File: src/rtl/apg_pkg.sv
// Shared definitions for access_pattern_gen.
//   - Mode codes for the address pattern selected at start.
//   - FSM state encoding.
//   - Galois LFSR taps and the single-step function used by apg_lfsr32.
package apg_pkg;

  localparam logic [1:0] MODE_SEQ    = 2'b00;
  localparam logic [1:0] MODE_RAND   = 2'b01;
  localparam logic [1:0] MODE_REUSE  = 2'b10;
  localparam logic [1:0] MODE_STRIDE = 2'b11;

  typedef enum logic [1:0] {
    StIdle  = 2'b00,
    StRun   = 2'b01,
    StDrain = 2'b10,
    StDone  = 2'b11
  } apg_state_e;

  localparam logic [31:0] LFSR_TAPS = 32'h8020_0003;

  // One step of a right-shifting Galois LFSR.
  function automatic logic [31:0] lfsr_next(input logic [31:0] v);
    lfsr_next = v[0] ? ((v >> 1) ^ LFSR_TAPS) : (v >> 1);
  endfunction

endpackage

File: src/rtl/apg_lfsr32.sv
// 32-bit Galois LFSR used for RAND-mode addresses.
// Ports:
//   i_clk, i_rst   clock, synchronous active-high reset (loads the seed)
//   i_load         reload the seed
//   i_step         advance one step; with i_load, the step is taken from the seed
//   o_next_value   value the register holds after the next step (combinational)
module apg_lfsr32
  import apg_pkg::*;
#(
  parameter logic [31:0] SEED = 32'h0000_0001
) (
  input  logic        i_clk,
  input  logic        i_rst,
  input  logic        i_load,
  input  logic        i_step,
  output logic [31:0] o_next_value
);

  // An all-zero state would lock the LFSR.
  localparam logic [31:0] SEED_FIX = (SEED == 32'h0) ? 32'h0000_0001 : SEED;

  logic [31:0] r_lfsr;
  logic [31:0] w_base;

  assign w_base       = i_load ? SEED_FIX : r_lfsr;
  assign o_next_value = lfsr_next(w_base);

  always_ff @(posedge i_clk) begin
    if (i_rst) begin
      r_lfsr <= SEED_FIX;
    end else if (i_step) begin
      r_lfsr <= o_next_value;
    end else if (i_load) begin
      r_lfsr <= SEED_FIX;
    end
  end

endmodule

File: src/rtl/access_pattern_gen.sv
// Address-stream generator driving configurable_cache: one access per clock in
// SEQ, RAND, REUSE or STRIDE pattern, tallying the cache's registered hit/miss
// responses per run.
// Optional feature macro: APG_RESP_CHECK_EN (response protocol error counter).
// Ports:
//   i_clk, i_rst                 clock, synchronous active-high reset
//   i_start                      run request, sampled only in IDLE
//   i_mode, i_stride, i_count    run configuration, latched at start
//   o_addr, o_addr_valid         access to the cache
//   i_cache_hit, i_cache_miss    registered cache response (one cycle after addr)
//   o_busy, o_done               run status; o_done is a one-cycle pulse
//   o_hit_count, o_miss_count    per-run response tallies
//   o_err_count                  protocol violations (0 unless APG_RESP_CHECK_EN)
module access_pattern_gen
  import apg_pkg::*;
#(
  parameter int unsigned ADDR_WIDTH        = 32,
  parameter int unsigned LINE_SIZE         = 32,
  parameter int unsigned SECTOR_SIZE       = 8,
  parameter int unsigned REUSE_PERIOD      = 100,
  parameter int unsigned RANDOM_RANGE_BITS = 16,
  parameter logic [31:0] LFSR_SEED         = 32'h0000_0001
) (
  input  logic                  i_clk,
  input  logic                  i_rst,
  input  logic                  i_start,
  input  logic [1:0]            i_mode,
  input  logic [15:0]           i_stride,
  input  logic [31:0]           i_count,
  output logic [ADDR_WIDTH-1:0] o_addr,
  output logic                  o_addr_valid,
  input  logic                  i_cache_hit,
  input  logic                  i_cache_miss,
  output logic                  o_busy,
  output logic                  o_done,
  output logic [31:0]           o_hit_count,
  output logic [31:0]           o_miss_count,
  output logic [31:0]           o_err_count
);

  localparam logic [ADDR_WIDTH-1:0] SECTOR_INC = ADDR_WIDTH'(SECTOR_SIZE);
  localparam logic [ADDR_WIDTH-1:0] LINE_INC   = ADDR_WIDTH'(LINE_SIZE);
  localparam logic [ADDR_WIDTH-1:0] OFFS_MASK  = ADDR_WIDTH'(LINE_SIZE - 1);
  localparam logic [ADDR_WIDTH-1:0] RAND_MASK  =
      {ADDR_WIDTH{1'b1}} >> (ADDR_WIDTH - RANDOM_RANGE_BITS);

  apg_state_e r_state, w_state_next;

  logic [1:0]            r_mode;
  logic [15:0]           r_stride;
  logic [31:0]           r_remain;      // accesses left after the one on o_addr
  logic [ADDR_WIDTH-1:0] r_addr;
  logic [ADDR_WIDTH-1:0] r_base;        // REUSE: current line base
  logic [ADDR_WIDTH-1:0] r_offset;      // REUSE: sector offset within the line
  logic [31:0]           r_period;      // REUSE: accesses issued on this base
  logic                  r_valid_d;
  logic [31:0]           r_hit_count;
  logic [31:0]           r_miss_count;

  logic                  w_accept;
  logic                  w_advance;
  logic                  w_period_wrap;
  logic [ADDR_WIDTH-1:0] w_base_next;
  logic [ADDR_WIDTH-1:0] w_offset_next;
  logic [ADDR_WIDTH-1:0] w_addr_next;
  logic [ADDR_WIDTH-1:0] w_rand_addr;
  logic [31:0]           w_lfsr_next;
  logic                  w_lfsr_step;

  // ---------------------------------------------------------------------------
  // FSM
  // ---------------------------------------------------------------------------
  always_ff @(posedge i_clk) begin
    if (i_rst) begin
      r_state <= StIdle;
    end else begin
      r_state <= w_state_next;
    end
  end

  always_comb begin
    w_state_next = r_state;
    w_accept     = 1'b0;
    o_addr_valid = 1'b0;
    o_busy       = 1'b1;
    o_done       = 1'b0;
    unique case (r_state)
      StIdle: begin
        o_busy = 1'b0;
        if (i_start) begin
          w_accept     = 1'b1;
          w_state_next = (i_count == 32'd0) ? StDone : StRun;
        end
      end
      StRun: begin
        o_addr_valid = 1'b1;
        if (r_remain == 32'd0) begin
          w_state_next = StDrain;
        end
      end
      StDrain: w_state_next = StDone;
      StDone: begin
        o_done       = 1'b1;
        w_state_next = StIdle;
      end
      default: w_state_next = StIdle;
    endcase
  end

  // Moving on to the next access within the same run.
  assign w_advance = (r_state == StRun) && (r_remain != 32'd0);

  // ---------------------------------------------------------------------------
  // Address generation
  // ---------------------------------------------------------------------------
  assign w_lfsr_step = (w_accept && (i_mode == MODE_RAND)) ||
                       (w_advance && (r_mode == MODE_RAND));

  apg_lfsr32 #(
    .SEED (LFSR_SEED)
  ) u_lfsr (
    .i_clk        (i_clk),
    .i_rst        (i_rst),
    .i_load       (w_accept),
    .i_step       (w_lfsr_step),
    .o_next_value (w_lfsr_next)
  );

  assign w_rand_addr   = ADDR_WIDTH'(w_lfsr_next) & RAND_MASK;
  assign w_period_wrap = (r_period == REUSE_PERIOD - 1);
  assign w_base_next   = w_period_wrap ? (r_base + LINE_INC) : r_base;
  // Sector index cycles independently of base moves; line size is a power of 2.
  assign w_offset_next = (r_offset + SECTOR_INC) & OFFS_MASK;

  always_comb begin
    w_addr_next = r_addr + SECTOR_INC;
    unique case (r_mode)
      MODE_SEQ:    w_addr_next = r_addr + SECTOR_INC;
      MODE_RAND:   w_addr_next = w_rand_addr;
      MODE_REUSE:  w_addr_next = w_base_next + w_offset_next;
      MODE_STRIDE: w_addr_next = r_addr + ADDR_WIDTH'(r_stride);
    endcase
  end

  // ---------------------------------------------------------------------------
  // Datapath and response tallies
  // ---------------------------------------------------------------------------
  always_ff @(posedge i_clk) begin
    if (i_rst) begin
      r_mode       <= MODE_SEQ;
      r_stride     <= '0;
      r_remain     <= '0;
      r_addr       <= '0;
      r_base       <= '0;
      r_offset     <= '0;
      r_period     <= '0;
      r_valid_d    <= 1'b0;
      r_hit_count  <= '0;
      r_miss_count <= '0;
    end else begin
      r_valid_d <= o_addr_valid;
      if (w_accept) begin
        r_mode       <= i_mode;
        r_stride     <= i_stride;
        r_remain     <= i_count - 32'd1;
        r_base       <= '0;
        r_offset     <= '0;
        r_period     <= '0;
        r_hit_count  <= '0;
        r_miss_count <= '0;
        r_addr       <= (i_mode == MODE_RAND) ? w_rand_addr : '0;
      end else begin
        if (w_advance) begin
          r_remain <= r_remain - 32'd1;
          r_addr   <= w_addr_next;
          r_base   <= w_base_next;
          r_offset <= w_offset_next;
          r_period <= w_period_wrap ? 32'd0 : r_period + 32'd1;
        end
        if (r_valid_d && i_cache_hit) begin
          r_hit_count <= r_hit_count + 32'd1;
        end
        if (r_valid_d && i_cache_miss) begin
          r_miss_count <= r_miss_count + 32'd1;
        end
      end
    end
  end

  assign o_addr       = r_addr;
  assign o_hit_count  = r_hit_count;
  assign o_miss_count = r_miss_count;

`ifdef APG_RESP_CHECK_EN
  logic [31:0] r_err_count;
  logic        w_resp_err;

  // A live response must be exactly one of hit/miss; an idle slot must be silent.
  assign w_resp_err = r_valid_d ? (i_cache_hit == i_cache_miss)
                                : (i_cache_hit | i_cache_miss);

  always_ff @(posedge i_clk) begin
    if (i_rst) begin
      r_err_count <= '0;
    end else if (w_accept) begin
      r_err_count <= '0;
    end else if (w_resp_err && (r_err_count != 32'hFFFF_FFFF)) begin
      r_err_count <= r_err_count + 32'd1;
    end
  end

  assign o_err_count = r_err_count;
`else
  assign o_err_count = 32'd0;
`endif

endmodule

File: config.mk
export PLATFORM = sky130hd
export DESIGN_NAME = access_pattern_gen
export DESIGN_NICKNAME = d
export VERILOG_FILES = /design/src/rtl/apg_pkg.sv /design/src/rtl/apg_lfsr32.sv /design/src/rtl/access_pattern_gen.sv
export SDC_FILE = /design/constraint.sdc
export NUM_CORES = 1
export LEC_CHECK = 0
export BUFFER_PORTS_ARGS = -buffer_cell sky130_fd_sc_hd__buf_2
export CAP_MARGIN = 20
export CORE_MARGIN = 5
export CORE_UTILIZATION = 53
export DETAILED_ROUTE_END_ITERATION = 10
export PLACE_DENSITY_LB_ADDON = 0.15
export SLEW_MARGIN = 10
export SYNTH_ARGS = -nofsm -noshare
export SYNTH_HDL_FRONTEND = slang
export SYNTH_HIERARCHICAL = 1
export SYNTH_SLANG_ARGS = --single-unit
File: constraint.sdc
create_clock -name i_clk -period 4.7 [get_ports i_clk]
set_input_delay 0.94 -clock i_clk [delete_from_list [all_inputs] [get_ports i_clk]]
set_output_delay 0.94 -clock i_clk [all_outputs]
set_load 0.01 [all_outputs]
==> flow_summary.ini, run 1 <==
[setup_path]
critical_path_class = reg -> reg
cp-start-kind = register
crit_arrival_ns = 4.12
cp.required_ns = 5.13
reg2reg_slack_ns = 1.01
crit_path_max_fanout = 6
setup.worst_path.end_class = register
r2r_cells = 11

[run_status]
status = complete, no violations

[run]
max_cap_violations = 0

[final_layout]
layout_commonest_cell = nor2_1
area_delta_synth_final_pct = 12.5
instances_no_fill = 2244
drive_above_1_share = 0.138
final_cell_mix = nor2_1 (269), dfxtp_1 (242), nand2_1 (169), buf_2 (153), xor2_1 (144)
post-route-util = 0.600
nFillCells = 2503
diodes = 0
nets = 1966

[routing]
route.antenna.remaining_nets = 0
vias_per_cell = 5.79
firstDrtPassIters = 8
routed_wl_um = 38500
drtIter0Drc = 1025
wl_per_cell_um = 17.2
dr_total_vias = 12995
drc = 0

[timing]
setup_viol = 0
layout_worst_path_cycle_share = 0.785
slew_headroom = 0.323
min_period_ns = 3.69
worstMarginPinSlew_ns = 1.02
finalSetupTns_ns = 0
rsz0062_at_grt = no
drv_slew = 0
fmax_mhz = 271
finalHoldViolCount = 0
fin_worst_skew_ns = 0.0131
setup_slack_ns = 1.01

[min_path]
holdPathStages = 2
hp-class = reg -> reg

[global_routing]
grt_pass1_vias = 12158
grt.total_usage = 0.242
grt_overflow_total = 0
grt_max_degree = 96
antenna_found_initial = 0
grt_pass1_wl_um = 62500

[cts]
cts_root_buf = clkbuf_16
clk_latency_ns = 0.54
holdBufCountCts = 0
post-cts-setup-buffers = 0
cts_resized = 0
clk_path_buf_depth = 3
cts_tree = done
h-tree-depth = 1
numCtsBuffers = 28
numClockSinks = 242
clk_pin_slew_worst_paths_ns = 0.06

[placed_design]
place_inst = 2194
dp_hpwl_um = 27300
io_buffer_count = 153
globalplace.congestion = 0.930
pre_cts_ws_ns = 0.693

[yosys]
syn_avg_cell_area_um2 = 8.04
yosysWarnings = 6
postSynthCellCount = 1772
syn-cell-area_um2 = 14200

[die]
rows = 60
die_height_um = 174
ios = 186
die_area_um2 = 30300
core-area_um2 = 26700
dieWidth_um = 174
initial_core_util = 0.533

[power_and_ir_drop]
power.density_nw_per_um2 = 449
p_leak_nw = 6.12
total_power_mw = 7.20
ir_worst_vdd_mv = 0.581
critical path, cell delays in order, from the launching register on:
cell and delay [ns]:
dfxtp_1 0.35, ha_1 0.17, inv_1 0.05, fa_1 0.40, nor2b_1 0.14, o21a_1 0.14
o21ai_0 0.17, a2111oi_0 0.83, o31ai_1 0.33, and2_0 0.38, nand3b_1 0.28, o311ai_0 0.34
final timing paths:
path                                        start                end
worst min-delay path            u_lfsr/r_lfsr[21]  u_lfsr/r_lfsr[21]
worst max register to register          o_addr[0]         o_addr[24]
worst min register to register  u_lfsr/r_lfsr[21]  u_lfsr/r_lfsr[21]
worst max-delay path                    o_addr[0]         o_addr[24]
layout make-up:
type                            count  area [µm²]  share of cell area
Clock buffer                       41         811              0.0506
Clock inverter                      9        95.1             0.00593
Inverter                           28         105             0.00656
Multi-Input combinational cell   1409        8820               0.550
Sequential cell                   242        4840               0.302
Tap cell                          341         427              0.0266
Timing Repair Buffer              174         923              0.0576
stage by stage:
stage | hold slack, ns | instance area [µm²]
finish | 0.460 | 16000
global route | 0.479 | 16000
CTS | 0.463 | 16000
detailed placement | 0.454 | 15100
global placement | 0.453 | 15100
floorplan | 0.430 | 14400
metal layers:
metal  wire length, µm  global-route usage
met5                 0                   0
met1             17200               0.329
met3              2670              0.0420
met4              1300              0.0802
met2             17300               0.391
sequential cells by signal, indices dropped and copies added, names as in the netlist:
name,cells
o_addr,32
o_hit_count,32
o_miss_count,32
r_period,32
r_remain,32
u_lfsr/r_lfsr,32
r_base,27
r_stride,16
r_mode,2
r_offset,2
r_state,2
r_valid_d,1
report_power, final:
group	total, mW	switching, mW	leakage, nW	internal (mW)
Sequential	2.55	0.297	1.96	2.26
Combinational	2.50	1.61	3.71	0.884
Clock	2.15	0.852	0.451	1.30
Total	7.20	2.76	6.12	4.44
Power figures use the tool's default switching activity.
==> run 2, diff against run 1 <==
ABC_AREA = 1   (was unset)
CORE_UTILIZATION = 60   (was 53)
clock period = 3.6 ns   (was 4.7 ns; I/O delays follow)
==> flow_summary.ini, run 2 <==
[global_routing]
grt_pass1_wl_um = 79100
grt_max_degree = 88
grt_overflow_total = 0
antenna_found_initial = 1
grt_pass1_vias = 16341
grt.total_usage = 0.301

[timing]
finalSetupTns_ns = 0
rsz0062_at_grt = no
worstMarginPinSlew_ns = 0.899
fin_worst_skew_ns = 0.0159
setup_viol = 0
fmax_mhz = 345
drv_slew = 0
whs_ns = 0.415
layout_worst_path_cycle_share = 0.805
finalHoldViolCount = 0
slew_headroom = 0.400
min_period_ns = 2.90

[die]
initial_core_util = 0.610
ios = 186
dieWidth_um = 175
rows = 60
core-area_um2 = 27000
die_area_um2 = 30800
die_height_um = 175

[power_and_ir_drop]
p_leak_nw = 8.20
p_sw_mw = 5.11
switching_share = 0.433
clockPowerShare = 0.273
p_int_mw = 6.70
power.density_nw_per_um2 = 644
ir_worst_vdd_mv = 0.703
power_frac_seq = 0.312
p_comb_frac = 0.415

[cts]
post-cts-setup-buffers = 0
cts_tree = done
numClockSinks = 242
clk_path_buf_depth = 3
h-tree-depth = 1
holdBufCountCts = 0
cts_root_buf = clkbuf_16
numCtsBuffers = 29
cts_resized = 0
clk_latency_ns = 0.57
clk_pin_slew_worst_paths_ns = 0.06

[setup_path]
worstReg2RegStart = r_state[0]
regToRegEndpoint = r_remain[28]
reg2reg_slack_ns = 0.70
cp-start-kind = register
crit_arrival_ns = 3.35
r2r_cells = 14
critical_path_class = reg -> reg
cp.required_ns = 4.05
crit_path_max_fanout = 44
startpoint = r_state[0]
setup.worst_path.end_class = register

[min_path]
hold_start = i_stride[14]
holdPathStages = 3
hp-class = in -> reg
min_to = r_stride[14]

[yosys]
syn_avg_cell_area_um2 = 6.12
yosysWarnings = 6
syn-cell-area_um2 = 16400
postSynthCellCount = 2684

[routing]
drc = 0
dr_total_vias = 17524
routed_wl_um = 47900
drtIter0Drc = 1446
firstDrtPassIters = 5
wl_per_cell_um = 15.1
vias_per_cell = 5.53
route.antenna.remaining_nets = 0

[final_layout]
post-route-util = 0.680
area_delta_synth_final_pct = 11.6
nets = 2886
nFillCells = 2507
final_cell_mix = nand2_1 (718), inv_1 (329), nor2_1 (324), dfxtp_1 (242), a21oi_1 (184)
drive_above_1_share = 0.113
design_area_um2 = 18300
layout_commonest_cell = nand2_1
instances_no_fill = 3168

[run_status]
status = complete, no violations

[placed_design]
globalplace.congestion = 0.989
io_buffer_count = 153
placed_area_um2 = 17300
place_inst = 3113
dp_hpwl_um = 35500

[run]
max_cap_violations = 0
## run 2: how the worst max path moves through the flow
stage,to,slack [ns],depth (start not counted)
6_report,r_remain[28],0.70,14
5_1_grt,r_remain[28],0.46,14
4_1_cts,r_remain[28],0.74,14
3_5_place_dp,r_remain[22],0.66,14
3_3_place_gp,r_remain[22],0.78,14
2_1_floorplan,o_addr[4],1.05,14
## run 2: final cells by class
cell class / instances / area [µm²] / share of cell area
clock buffer: 39 / 843 / 0.0460
clock inverter: 15 / 226 / 0.0124
tap: 341 / 427 / 0.0233
inverter: 342 / 1280 / 0.0700
multi-input combinational: 2014 / 9770 / 0.533
timing repair buffer: 174 / 936 / 0.0510
antenna: 1 / 2.50 / 0.000136
sequential: 242 / 4840 / 0.264
## run 2: routing by layer
metal	global-route usage	part of all wire	vias to the layer above
met2	0.502	0.45	706
met5	0	0	-
met4	0.0900	0.029	0
met3	0.0448	0.081	113
met1	0.407	0.44	7899
li1	-	-	8806
## run 2: stage by stage
| stage | setup WS [ns] | power (mW) |
|---|---|---|
| global route | 0.458 | 12.6 |
| global placement | 0.782 | 8.42 |
| floorplan | 1.05 | 7.27 |
| CTS | 0.737 | 11.8 |
| detailed placement | 0.664 | 8.51 |
| finish | 0.701 | 11.8 |
## run 2: worst max-delay path, stage by stage (launching register included)
cell and delay, ns:
dfxtp_1 0.38, inv_1 0.10, ha_1 0.25, nand2_4 0.41, nand2_1 0.09, o21ai_1 0.14
ha_1 0.25, inv_1 0.11, nor2_2 0.29, inv_1 0.12, nor2_2 0.16, nand3_1 0.10
xor2_1 0.15, o21bai_1 0.14, inv_1 0.06
## run 2: power groups by stage
stage               Clock (mW)  Combinational [mW]  Sequential, mW
finish                    3.23                4.90            3.68
floorplan                    0                3.69            3.58
global route              3.38                5.51            3.73
global placement             0                4.71            3.70
CTS                       3.26                4.84            3.66
detailed placement           0                4.80            3.71
==> run 3, diff against run 2 <==
ABC_AREA = 0   (was 1)
CORE_UTILIZATION = 59   (was 60)
clock period = 2.7 ns   (was 3.6 ns; I/O delays follow)
==> flow_summary.ini, run 3 (same netlist as run 1, synthesis figures left out) <==
[min_path]
hp-class = in -> reg

[setup_path]
critical_path_class = reg -> reg
crit_end = r_remain[30]
setup.worst_path.end_class = register
cp-start-kind = register
crit_path_max_fanout = 6
crit_arrival_ns = 3.15
worstReg2RegStart = r_state[0]
regToRegEndpoint = r_remain[30]
cp_cell_sequence = inv_2 -> ha_4 -> buf_12 -> nand2_8 -> inv_8 -> mux2i_2 -> ha_2 -> o221ai_4 -> nor3_4 -> nand3_4 -> buf_4 -> a2111oi_4 -> nand2_1 -> xor2_1 -> a21oi_1
reg2reg_slack_ns = -0.03
critPathSlowestCell = dfxtp_2
r2r_cells = 15
critPathMaxStageDelay_ns = 0.32
cp.required_ns = 3.12
startpoint = r_state[0]

[cts]
cts_tree = done
h-tree-depth = 1
numClockSinks = 242
clk_latency_ns = 0.54
numCtsBuffers = 26
cts_root_buf = clkbuf_16
clk_path_buf_depth = 3
clk_pin_slew_worst_paths_ns = 0.06

[routing]
firstDrtPassIters = 7
route.antenna.remaining_nets = 0
drc = 0
vias_per_cell = 5.90
wl_per_cell_um = 18.1
drtIter0Drc = 1250
routed_wl_um = 42900
dr_total_vias = 14017

[placed_design]
dp_hpwl_um = 31000
placed_area_um2 = 16400
io_buffer_count = 153
globalplace.congestion = 0.975

[timing]
setup_viol = 2
whs_ns = 0.241
fin_worst_skew_ns = 0.0113
rsz0062_at_grt = yes
layout_worst_path_cycle_share = 1.01
worstMarginPinSlew_ns = 0.898
slew_headroom = 0.396
finalHoldViolCount = 0
drv_slew = 0
fmax_mhz = 366
setup_slack_ns = -0.0299
min_period_ns = 2.73

[global_routing]
grt_overflow_total = 0
grt_max_degree = 66
grt_pass1_wl_um = 67100
grt.total_usage = 0.298
grt_pass1_vias = 13340
antenna_found_initial = 0

[final_layout]
area_delta_synth_final_pct = 24.8
nets = 2120
diodes = 0
post-route-util = 0.753
nFillCells = 1820
layout_commonest_cell = nor2_1
final_cell_mix = nor2_1 (265), dfxtp_1 (236), nand2_1 (168), buf_4 (161), buf_2 (153)
drive_above_1_share = 0.235
design_area_um2 = 17800

[power_and_ir_drop]
p_leak_nw = 7.02
power_frac_seq = 0.310
p_int_mw = 8.60
total_power_mw = 14.0
p_comb_frac = 0.426
power.density_nw_per_um2 = 786
p_sw_mw = 5.38
ir_worst_vdd_mv = 0.698
switching_share = 0.385
clockPowerShare = 0.265

[die]
ios = 186
die_height_um = 165
core-area_um2 = 23600
rows = 56
dieWidth_um = 165
die_area_um2 = 27400
initial_core_util = 0.603

[run_status]
status = complete, but fails checks
failed_checks = negative setup slack

[run]
max_cap_violations = 0
==> run 3: routing by layer <==
layer | GRT usage | part of all wire | up-vias
met5 | 0 | 0 | -
met4 | 0.101 | 0.031 | 0
met3 | 0.0419 | 0.081 | 99
met2 | 0.504 | 0.47 | 606
met1 | 0.394 | 0.42 | 6587
li1 | - | - | 6725
==> run 3: power by group through the flow <==
stage                     clock network (mW)  registers [mW]  logic, mW
after floorplan                            0            4.37       3.42
after global placement                     0            4.36       5.43
after detailed placement                   0            4.37       5.54
after CTS                               3.75            4.31       5.63
after global routing                    3.89            4.36       6.38
final                                   3.70            4.33       5.95
==> run 3: worst max-delay path, delay by kind of cell (launching register included) <==
kind,cells,cell delay (ns)
fa+ha+maj,2,0.44
buf+inv,4,0.44
xor+xnor,1,0.16
flops,1,0.32
mux,1,0.21
compound gates,3,0.42
simple gates,4,0.60
==> run 3: worst min path at each step <==
| stage | start | end | slack (ns) | depth (start not counted) |
|---|---|---|---|---|
| 2_1_floorplan | u_lfsr/r_lfsr[21] | u_lfsr/r_lfsr[21] | 0.43 | 2 |
| 3_3_place_gp | u_lfsr/r_lfsr[31] | u_lfsr/r_lfsr[31] | 0.45 | 2 |
| 3_5_place_dp | r_stride[9] | r_stride[9] | 0.46 | 2 |
| 4_1_cts | i_stride[2] | r_stride[2] | 0.23 | 3 |
| 5_1_grt | i_stride[11] | r_stride[11] | 0.25 | 3 |
| 6_report | i_stride[2] | r_stride[2] | 0.24 | 3 |
==> run 3: stage by stage <==
stage                TNS (ns)  worst slack, ns  instances
floorplan               -2.95           -0.368       1803
global placement        -1.61           -0.165       2314
detailed placement      -3.44           -0.297       2314
CTS                 -0.000582        -0.000582       2363
global route            -1.44           -0.182       2374
finish                -0.0308          -0.0299       2374
==> run 3: final cells by class <==
cell class | count | area, µm² | share of cell area
clock buffer | 37 | 742 | 0.0417
tap | 319 | 399 | 0.0224
inverter | 28 | 113 | 0.00633
sequential | 242 | 4850 | 0.273
multi-input combinational | 1409 | 9330 | 0.525
timing repair buffer | 330 | 2210 | 0.124
clock inverter | 9 | 143 | 0.00802
==> run 3: repair_timing <==
item	in CTS	in global routing
pin swaps	10	34
setup buffers	3	11
resized for setup	24	64
setup endpoints to repair	20	41
hold buffers	0	0
